--- src/rtl/tcdm_filter_pkg.sv ---
// Shared types and constants for the TCDM address filter.
package tcdm_filter_pkg;

  localparam int unsigned ATTR_VALID = 2;
  localparam int unsigned ATTR_REN   = 1;
  localparam int unsigned ATTR_WEN   = 0;

  localparam logic [31:0] ERR_DATA = 32'hBADE5505;

  typedef struct packed {
    logic valid;
    logic r_en;
    logic w_en;
  } rule_attr_t;

endpackage

--- src/rtl/tcdm_filter_order_fifo.sv ---
// One-bit order FIFO: tags each granted request as real (0) or error (1).
module tcdm_filter_order_fifo #(
  parameter int unsigned DEPTH = 4
) (
  input  logic clk,
  input  logic rst,
  input  logic push_i,
  input  logic push_err_i,
  input  logic pop_i,
  output logic full_o,
  output logic empty_o,
  output logic head_o,
  output logic err_pending_o
);

  localparam int unsigned PW = $clog2(DEPTH);
  localparam int unsigned CW = PW + 1;

  logic [DEPTH-1:0] mem_q;
  logic [PW-1:0]    wr_q, rd_q;
  logic [CW-1:0]    cnt_q, err_cnt_q;
  logic             push_ok, pop_ok;

  assign full_o        = (cnt_q == CW'(DEPTH));
  assign empty_o       = (cnt_q == '0);
  assign head_o        = mem_q[rd_q];
  assign err_pending_o = (err_cnt_q != '0);

  assign push_ok = push_i & ~full_o;
  assign pop_ok  = pop_i & ~empty_o;

  always_ff @(posedge clk or posedge rst) begin
    if (rst) begin
      mem_q     <= '0;
      wr_q      <= '0;
      rd_q      <= '0;
      cnt_q     <= '0;
      err_cnt_q <= '0;
    end else begin
      if (push_ok) begin
        mem_q[wr_q] <= push_err_i;
        wr_q        <= wr_q + PW'(1);
      end
      if (pop_ok) rd_q <= rd_q + PW'(1);
      cnt_q     <= cnt_q + CW'(push_ok) - CW'(pop_ok);
      err_cnt_q <= err_cnt_q + CW'(push_ok & push_err_i) - CW'(pop_ok & mem_q[rd_q]);
    end
  end

endmodule

--- src/rtl/tcdm_address_filter_ordered.sv ---
// TCDM access filter: rule-window permission check with in-order error responses
// and first-error capture / saturating blocked-access counter.
module tcdm_address_filter_ordered
  import tcdm_filter_pkg::*;
#(
  parameter int unsigned N_RULES         = 8,
  parameter int unsigned DATA_WIDTH      = 32,
  parameter int unsigned ADDR_WIDTH      = 32,
  parameter int unsigned BE_WIDTH        = DATA_WIDTH / 8,
  parameter int unsigned GRAN_LSB        = 6,
  parameter int unsigned MAX_OUTSTANDING = 4,
  parameter int unsigned ERR_CNT_WIDTH   = 8,
  parameter bit          ALIAS_EN        = 1'b0
) (
  input  logic                          clk,
  input  logic                          rst,
  input  logic                          supervisor_mode_i,
  input  logic                          filter_en_i,
  input  logic                          req_i,
  input  logic [ADDR_WIDTH-1:0]         add_i,
  input  logic                          wen_i,
  input  logic [DATA_WIDTH-1:0]         wdata_i,
  input  logic [BE_WIDTH-1:0]           be_i,
  output logic                          gnt_o,
  output logic [DATA_WIDTH-1:0]         r_rdata_o,
  output logic                          r_valid_o,
  output logic                          r_opc_o,
  output logic                          req_o,
  output logic [ADDR_WIDTH-1:0]         add_o,
  output logic                          wen_o,
  output logic [DATA_WIDTH-1:0]         wdata_o,
  output logic [BE_WIDTH-1:0]           be_o,
  input  logic                          gnt_i,
  input  logic [DATA_WIDTH-1:0]         r_rdata_i,
  input  logic                          r_valid_i,
  input  logic [N_RULES*ADDR_WIDTH-1:0] rule_base_i,
  input  logic [N_RULES*ADDR_WIDTH-1:0] rule_end_i,
  input  logic [N_RULES*3-1:0]          rule_attr_i,
  input  logic                          err_clear_i,
  output logic                          err_valid_o,
  output logic [ADDR_WIDTH-1:0]         err_addr_o,
  output logic                          err_wen_o,
  output logic [ERR_CNT_WIDTH-1:0]      err_cnt_o
);

  localparam int unsigned CMP_W = ADDR_WIDTH - GRAN_LSB;

  logic [ADDR_WIDTH-1:0] add_eff;
  logic [CMP_W-1:0]      cmp_add, cmp_base, cmp_end;
  rule_attr_t            attr;
  logic                  perm_hit, allowed;
  logic                  unused_lsbs;
  logic                  full, empty, head, err_pending;
  logic                  head_err, push, pop, blocked_gnt;

  logic                     err_valid_q, err_valid_d;
  logic [ADDR_WIDTH-1:0]    err_addr_q, err_addr_d;
  logic                     err_wen_q, err_wen_d;
  logic [ERR_CNT_WIDTH-1:0] err_cnt_q, err_cnt_d;

  always_comb begin
    add_eff = add_i;
    if (ALIAS_EN && add_i[31:20] == 12'h000) add_eff[31:20] = 12'h1C0;
  end

  // Windows are compared at GRAN_LSB granularity; low bits of the rule ports are don't-care.
  always_comb begin
    perm_hit    = 1'b0;
    unused_lsbs = 1'b0;
    cmp_add     = add_eff[ADDR_WIDTH-1:GRAN_LSB];
    cmp_base    = '0;
    cmp_end     = '0;
    attr        = '0;
    for (int unsigned j = 0; j < N_RULES; j++) begin
      attr     = rule_attr_t'(rule_attr_i[j*3 +: 3]);
      cmp_base = rule_base_i[j*ADDR_WIDTH+GRAN_LSB +: CMP_W];
      cmp_end  = rule_end_i[j*ADDR_WIDTH+GRAN_LSB +: CMP_W];
      unused_lsbs = unused_lsbs ^ (^rule_base_i[j*ADDR_WIDTH +: GRAN_LSB])
                                ^ (^rule_end_i[j*ADDR_WIDTH +: GRAN_LSB]);
      if (attr.valid && cmp_add >= cmp_base && cmp_add < cmp_end &&
          (wen_i ? attr.r_en : attr.w_en))
        perm_hit = 1'b1;
    end
  end

  assign allowed = ~filter_en_i | supervisor_mode_i | perm_hit;

  tcdm_filter_order_fifo #(
    .DEPTH(MAX_OUTSTANDING)
  ) i_order_fifo (
    .clk          (clk),
    .rst          (rst),
    .push_i       (push),
    .push_err_i   (~allowed),
    .pop_i        (pop),
    .full_o       (full),
    .empty_o      (empty),
    .head_o       (head),
    .err_pending_o(err_pending)
  );

  // Allowed traffic stalls while any error is queued, so slave responses never race an error head.
  assign req_o       = req_i & allowed & ~full & ~err_pending;
  assign gnt_o       = allowed ? (gnt_i & ~full & ~err_pending) : (req_i & ~full);
  assign push        = req_i & gnt_o;
  assign blocked_gnt = push & ~allowed;

  assign add_o   = req_i ? add_eff : '0;
  assign wen_o   = req_i & wen_i;
  assign wdata_o = req_i ? wdata_i : '0;
  assign be_o    = req_i ? be_i : '0;

  assign head_err  = ~empty & head;
  assign r_valid_o = head_err | r_valid_i;
  assign r_opc_o   = head_err;
  assign r_rdata_o = head_err ? {(DATA_WIDTH/32){ERR_DATA}} : r_rdata_i;
  assign pop       = ~empty & (head_err | r_valid_i);

  always_comb begin
    err_valid_d = err_valid_q;
    err_addr_d  = err_addr_q;
    err_wen_d   = err_wen_q;
    err_cnt_d   = err_cnt_q;
    if (blocked_gnt) begin
      if (err_clear_i) begin
        err_valid_d = 1'b1;
        err_addr_d  = add_eff;
        err_wen_d   = wen_i;
        err_cnt_d   = ERR_CNT_WIDTH'(1);
      end else begin
        if (err_cnt_q != '1) err_cnt_d = err_cnt_q + ERR_CNT_WIDTH'(1);
        if (!err_valid_q) begin
          err_valid_d = 1'b1;
          err_addr_d  = add_eff;
          err_wen_d   = wen_i;
        end
      end
    end else if (err_clear_i) begin
      err_valid_d = 1'b0;
      err_addr_d  = '0;
      err_wen_d   = 1'b0;
      err_cnt_d   = '0;
    end
  end

  always_ff @(posedge clk or posedge rst) begin
    if (rst) begin
      err_valid_q <= 1'b0;
      err_addr_q  <= '0;
      err_wen_q   <= 1'b0;
      err_cnt_q   <= '0;
    end else begin
      err_valid_q <= err_valid_d;
      err_addr_q  <= err_addr_d;
      err_wen_q   <= err_wen_d;
      err_cnt_q   <= err_cnt_d;
    end
  end

  assign err_valid_o = err_valid_q;
  assign err_addr_o  = err_addr_q;
  assign err_wen_o   = err_wen_q;
  assign err_cnt_o   = err_cnt_q;

endmodule

--- config.mk ---
export PLATFORM = sky130hd
export DESIGN_NAME = tcdm_address_filter_ordered
export DESIGN_NICKNAME = d
export VERILOG_FILES = /design/src/rtl/tcdm_filter_pkg.sv /design/src/rtl/tcdm_filter_order_fifo.sv /design/src/rtl/tcdm_address_filter_ordered.sv
export SDC_FILE = /design/constraint.sdc
export NUM_CORES = 1
export LEC_CHECK = 0
export BUFFER_PORTS_ARGS = -buffer_cell sky130_fd_sc_hd__buf_2
export CAP_MARGIN = 5
export CORE_AREA = 2 2 309 311
export DETAILED_ROUTE_END_ITERATION = 6
export DIE_AREA = 0 0 311 313
export GPL_ROUTABILITY_DRIVEN = 1
export PLACE_DENSITY_LB_ADDON = 0.2
export SYNTH_ARGS = -nofsm -noshare
export SYNTH_HDL_FRONTEND = slang
export SYNTH_SLANG_ARGS = --single-unit
--- constraint.sdc ---
create_clock -name clk -period 2.55 [get_ports clk]
set_clock_uncertainty 0.2 [all_clocks]
set_input_delay 0.255 -clock clk [delete_from_list [all_inputs] [get_ports clk]]
set_output_delay 0.255 -clock clk [all_outputs]
set_load 0.02 [all_outputs]
==> impl_results.md, run 1 <==
- Vias in the first global route: 16,968
- Global routing usage on met1: 20.00%
- Cell Area, Synth: 13,470 µm²
- Avg WL per Cell: 21.44 µm
- Global Route Usage Sum: 16.94%
- Yosys Warn Count: 0
- Slew Viols, Final: 0
- Synth Register Bits: 56
- Core Region: 94,160 µm²
- Post-route clock period utilization: 136.4%
- Starting Density: 14.30%
- Slew @ Worst Pin: 0.4889 ns
- Netlist cell types: 67
- Final core utilization: 24.34%
- Worst EP required: 2.10 ns
- Post-route minimum period: ~3.5 ns
- P&R area growth vs syn: 70.18%
- Via count: 16,025
- Worst-path clk slew: approximately 0.09 ns
- Final Setup Violations: 56
- Setup TNS Final: -43.34 ns
- WHS Path Cells: 2
- M3 GR Usage: under 10%
- Hold WC Path Type: input pin to flip-flop
- Syn nets: between 2,000 and 3,000
- Register area share after synthesis: 10.40%
- RSZ-0062 raised after global routing: true
- Post-synth EDFFs: 0
- Worst Path Arrival: 3.02 ns
- CP max FO: 4
- Max rail drop VDD: 0.0002786 V
- Layout cells sized above 1: between 40% and 50%
- Crit path kind: input pin to output pin
- CTS max path bufs: 2
- Mean Syn Cell Area: 7.732 µm²
- Vias/cell: 4.003
- Met2 Use GR: between 30% and 40%
- Die ar.: 97,340 µm²
- Crit start category: input pin
- Status: complete, but fails checks
- DPL Wire Length: 76.49 mm
- WL final: 85.81 mm
- Leak: roughly 13 nW
- Clk_lat worst skew: 0.32 ns
- Routability cong.: 0.8674
- Grt ovf: 0
- Failing checks: setup timing
- Die height: 313 µm
- Synth Instances: roughly 1,700
- Fraction of registers with async set or reset after synthesis: 100.0%
- Pwr per Cell Area: about 340 nW/µm²
- PortBufs: 695
- Ports: slightly below 800
- Global-route wire length before repair: 117.8 mm
- Placed Area: 20,880 µm²
- Row count: 113
- DR iter-0 viols: 487
- Net count, final: 3,788
- R2R depth: 11
- First-pass DRT Iterations: 5
- CTS Root Cell: clkbuf_16
- CTS Buf Count: 5
- Die width: ~310 µm
- Largest net degree at the start of global routing: 70
- Setup slack, reg-to-reg: -0.30 ns
- Max-cap viol count: 0
- CP Capture Type: output pin
- Most frequent cells in the layout: 676 x buf_2, 427 x inv_1, 374 x ha_1
- Final worst slack: -0.9289 ns
- Fin. Hold Viols: 0
- Max Clk Rate: 287.4 MHz
- Initial antenna violation count: 38
- CTS Sinks: between 50 and 60
- CTS H-tree depth: 2
- DRC Markers: 0
- GR peak layer: met2
- Commonest non-fill, non-tap cell in the layout: buf_2
- Max-slew headroom: 67.23%
- CTS tree: built
- Synth Flop Type: dfrtp_1
- Post-detailed-route count of antenna-violating nets: 0
- Fin area: 22,920 µm²
- Post-place setup slack: -2.035 ns
-- area by class of cell --
class / instances / area, µm²
multi-input combinational: 1228 / 11490
inverter: 434 / 1633
timing repair buffer: 999 / 6629
clock inverter: 3 / 28.78
tap: 1265 / 1583
clock buffer: 5 / 125.1
sequential: 56 / 1401
fill: 10566 / 71240
antenna: 13 / 32.53
-- cell usage after synthesis (14+ instances only) --
master	n	area, µm²
a2111oi_0	15	131.4
nand3_1	29	145.1
nand4_1	51	319.1
a21o_1	38	285.3
nand2b_1	31	193.9
dfrtp_1	56	1401
o21a_1	16	120.1
nor2b_1	15	93.84
nor2_1	44	165.2
a21oi_1	113	565.5
ha_1	417	5218
a22o_1	33	289.0
nor3_1	14	70.07
a211oi_1	23	172.7
and2_1	86	538.0
o211ai_1	21	157.7
inv_1	434	1629
o21ai_0	65	325.3
nand2_1	76	285.3
-- per-layer routing --
| metal | wire, µm | up-vias | part of all wire (%) |
|---|---|---|---|
| met5 | 247 | - | 0.29 |
| met4 | 1272 | 40 | 1.5 |
| met3 | 4677 | 86 | 5.5 |
| met2 | 44100 | 503 | 51 |
| met1 | 35510 | 7339 | 41 |
| li1 | - | 8057 | - |
-- final timing paths --
kind                                 startpoint               endpoint
hold reg to reg            i_order_fifo.rd_q[1]   i_order_fifo.rd_q[1]
setup / recovery                      add_i[30]                  gnt_o
setup reg to reg           i_order_fifo.rd_q[0]  i_order_fifo.cnt_q[2]
max in group asynchronous                   rst           err_cnt_o[3]
min in group asynchronous                   rst         err_addr_o[14]
hold / removal                      err_clear_i           err_cnt_o[1]
-- per-stage QoR --
| step | hold WS (ns) | power [mW] | std cells |
|---|---|---|---|
| after floorplan | 0.1875 | 3.917 | 1742 |
| final | 0.09151 | 7.799 | 4003 |
| after detailed placement | 0.1455 | 6.510 | 3939 |
| after CTS | 0.09319 | 7.655 | 3970 |
| after global placement | 0.1552 | 6.555 | 3939 |
| after global routing | 0.1117 | 8.543 | 3995 |
-- worst max-delay path, stage by stage --
cell and delay [ns]:
buf_12 0.12, bufbuf_16 0.27, buf_4 0.13, ha_1 0.32
a21o_1 0.19, a21oi_1 0.28, o21a_1 0.18, o211ai_1 0.20
a22oi_2 0.26, nand4_1 0.14, buf_6 0.15, nor2_4 0.12
buf_6 0.14, a31o_4 0.12, buf_6 0.12
-- sequential cells by signal (all words and copies together) (netlist names) --
signal                  count
err_addr_o                 32
err_cnt_o                   8
err_valid_o                 1
err_wen_o                   1
i_order_fifo.cnt_q          3
i_order_fifo.err_cnt_q      3
i_order_fifo.mem_q          4
i_order_fifo.rd_q           2
i_order_fifo.wr_q           2
-- logic make-up (layout without fill, tap and decap cells) --
kind of cell | after synthesis | after routing | share of synthesized area, %
other | 0 | 13 | 0
DFF | 56 | 56 | 10.40
xor gates and xnor gates | 7 | 7 | 0.4552
and+or+nand+nor | 383 | 383 | 15.50
muxes | 12 | 12 | 1.040
buffers and inverters | 458 | 1441 | 13.15
AOI/OAI and AO/OA | 407 | 407 | 20.41
adders and majority gates | 419 | 419 | 39.03
-- power breakdown --
part / switching (mW) / total [mW] / internal (mW)
logic: 3.12 / 5.77 / 2.65
registers: 0.134 / 1.22 / 1.08
clock network: 0.425 / 0.808 / 0.382
total: 3.68 / 7.80 / 4.12
-- what timing repair did --
action / CTS / global route
pin swaps: 44 / 80
hold endpoints to repair: 62 / 0
hold buffers: 7 / 0
cloned: 1 / 4
resized for setup: 143 / 118
setup endpoints to repair: 56 / 74
setup buffers: 16 / 19
No activity file was read; power rests on OpenSTA's default activity.
==> run 2, diff against run 1 <==
- CORE_AREA: 2 2 309 311 -> 4 4 302 304
- DIE_AREA: 0 0 311 313 -> 0 0 306 308
==> run 2 against run 1 <==
Effect of this change:
- critical endpoint unchanged
- die area down 3.2%
- global-route usage decreased by 0.67 points
- sequential share of layout area about the same
- hold slack better by 0.0043 ns
- final cell count shrank 1.9%
- via count is 0.22% lower
- the run still ends with setup timing left
- worst setup slack got worse by 0.13 ns
==> impl_results.md, run 2 (same netlist as run 1, synthesis figures left out) <==
- Routability cong.: 0.8080 (was 0.8674)
- Final Setup Violations: 56 (unchanged)
- CP cell instances: buf_8, buf_12, buf_8, ha_4, nand4_1, a211o_1, a2111oi_4, a221o_1, a211oi_4, a31oi_4, nand4_1, buf_4, a31o_4, buf_6 (was buf_12, bufbuf_16, buf_4, ha_1, a21o_1, a21oi_1, o21a_1, o211ai_1, a22oi_2, nand4_1, buf_6, nor2_4, buf_6, a31o_4, buf_6)
- Final worst slack: -1.059 ns (was -0.9289 ns)
- Most frequent cells in the layout: 678 x buf_2, 431 x inv_1, 386 x ha_1 (was 676 x buf_2, 427 x inv_1, 374 x ha_1)
- Die width: 306 µm (was 311 µm)
- Ports: 792 (unchanged)
- Metal-1 WL: 34.62 mm (was 35.51 mm)
- Max rail drop VDD: 0.0004784 V (was 0.0002786 V)
- Crit start category: input pin (unchanged)
- Largest net degree at the start of global routing: 57 (was 70)
- Starting Density: 15.26% (was 14.30%)
- Grt ovf: 0 (unchanged)
- WL met3: 3.906 mm (was 4.677 mm)
- CP Capture Type: output pin (unchanged)
- Max Clk Rate: 277.1 MHz (was 287.4 MHz)
- First-pass DRT Iterations: 4 (was 5)
- Failing checks: setup timing (unchanged)
- Crit path kind: input pin to output pin (unchanged)
- PortBufs: 695 (unchanged)
- CTS Buf Count: 5 (unchanged)
- Status: complete, but fails checks (unchanged)
- Setup TNS Final: -46.79 ns (was -43.34 ns)
- Max-cap viol count: 0 (unchanged)
- Hold WC Path Type: input pin to flip-flop (unchanged)
- CTS Sinks: 56 (unchanged)
- Slowest stage delay, CP: 0.43 ns (was 0.32 ns)
- Worst EP required: 2.10 ns (about the same)
- Pwr per Cell Area: 340.3 nW/µm² (about the same)
- Worst Path Arrival: 3.15 ns (was 3.02 ns)
- Vias/cell: 4.071 (was 4.003)
- Max-slew headroom: 65.58% (was 67.23%)
- Max FFs per register: 32 (unchanged)
- Die height: 308 µm (was 313 µm)
- Via count: 15,990 (was 16,025)
- CTS H-tree depth: 2 (unchanged)
- Net count, final: 3,812 (was 3,788)
- Total power: 7.770 mW (was 7.799 mW)
- Worst-path clk slew: 0.09 ns (about the same)
- Commonest non-fill, non-tap cell in the layout: buf_2 (unchanged)
- Hold Slack: 0.09579 ns (was 0.09151 ns)
- CP max FO: 2 (was 4)
- RSZ-0062 raised after global routing: true (unchanged)
- Post-place setup slack: -2.140 ns (was -2.035 ns)
- Row count: 109 (was 113)
- DR iter-0 viols: 563 (was 487)
- Final core utilization: 25.88% (was 24.34%)
- Core Region: 88,240 µm² (was 94,160 µm²)
- Slew Viols, Final: 0 (unchanged)
- Avg WL per Cell: 20.67 µm (was 21.44 µm)
- Initial antenna violation count: 31 (was 38)
- Post-route minimum period: 3.609 ns (was 3.479 ns)
- Vias in the first global route: 16,962 (was 16,968)
- WL final: 81.18 mm (was 85.81 mm)
- Top sig layer: met5 (unchanged)
- P&R area growth vs syn: 69.53% (was 70.18%)
- Post-detailed-route count of antenna-violating nets: 0 (unchanged)
- Die ar.: 94,250 µm² (was 97,340 µm²)
- Clk_lat worst skew: 0.32 ns (about the same)
- DPL Wire Length: 72.62 mm (was 76.49 mm)
- Metal2 WL: 41.76 mm (was 44.10 mm)
- Fin. Hold Viols: 0 (unchanged)
- Leak: 12.98 nW (was 12.87 nW)
- CP max-delay cell: a2111oi_4 (was ha_1)
- CTS tree: built (unchanged)
- Slew @ Worst Pin: 0.5140 ns (was 0.4889 ns)
- Global Route Usage Sum: 16.27% (was 16.94%)
- Layout cells sized above 1: 42.49% (was 42.28%)
- Post-route clock period utilization: 141.5% (was 136.4%)
- CTS Root Cell: clkbuf_16 (unchanged)
- DRC Markers: 0 (unchanged)
- Global-route wire length before repair: 112.3 mm (was 117.8 mm)
- CTS max path bufs: 2 (unchanged)
## run 2: final timing paths
path	startpoint	end	slack (ns)	cells past startpoint
setup reg to reg	i_order_fifo.rd_q[0]	i_order_fifo.cnt_q[2]	-0.25	11
hold reg to reg	i_order_fifo.mem_q[2]	i_order_fifo.mem_q[2]	0.30	1
hold / removal	err_clear_i	err_cnt_o[1]	0.1	2
max in group asynchronous	rst	err_addr_o[2]	1.52	4
min in group asynchronous	rst	err_addr_o[12]	0.34	4
setup / recovery	add_i[16]	gnt_o	-1.06	14
## run 2: critical path, delay by kind of cell
family / cells / cell delay (ns)
compound gates: 6 / 1.52
simple gates: 2 / 0.42
buf+inv: 5 / 0.69
fa+ha+maj: 1 / 0.24
## run 2: area by class of cell
type / count / area (µm²)
fillers: 9863 / 65400
clock buffers: 5 / 125.1
well taps: 1165 / 1458
clock inverters: 3 / 28.78
flip-flops and latches: 56 / 1401
inverters: 434 / 1633
repair buffers: 1023 / 6689
diodes: 14 / 35.03
multi-input cells: 1228 / 11460
## run 2: per-stage QoR
stage,area [µm²],cells
3_3_place_gp,20810,3861
2_1_floorplan,13530,1742
5_1_grt,22820,3921
3_5_place_dp,20810,3861
6_report,22830,3928
4_1_cts,22540,3911
## run 2: report_power, final
| part | leakage (nW) | internal, mW | switching (mW) |
|---|---|---|---|
| Clock | 0.0768 | 0.381 | 0.403 |
| Sequential | 0.738 | 1.08 | 0.140 |
| Combinational | 12.2 | 2.65 | 3.11 |
| Total | 13.0 | 4.12 | 3.65 |
## run 2: layer usage
layer / up-vias / track usage (%)
met5: - / 0
met4: 12 / 2.071
met3: 57 / 2.451
met2: 479 / 30.84
met1: 7334 / 19.82
li1: 8108 / -
## run 2: repair_timing
action                     CTS  global route
pin swaps                   90            52
hold buffers                 7             0
buffers inserted            42             6
gates cloned                 3             0
gates resized for setup    228            48
setup endpoints to repair   75            57
hold endpoints to repair    62             0
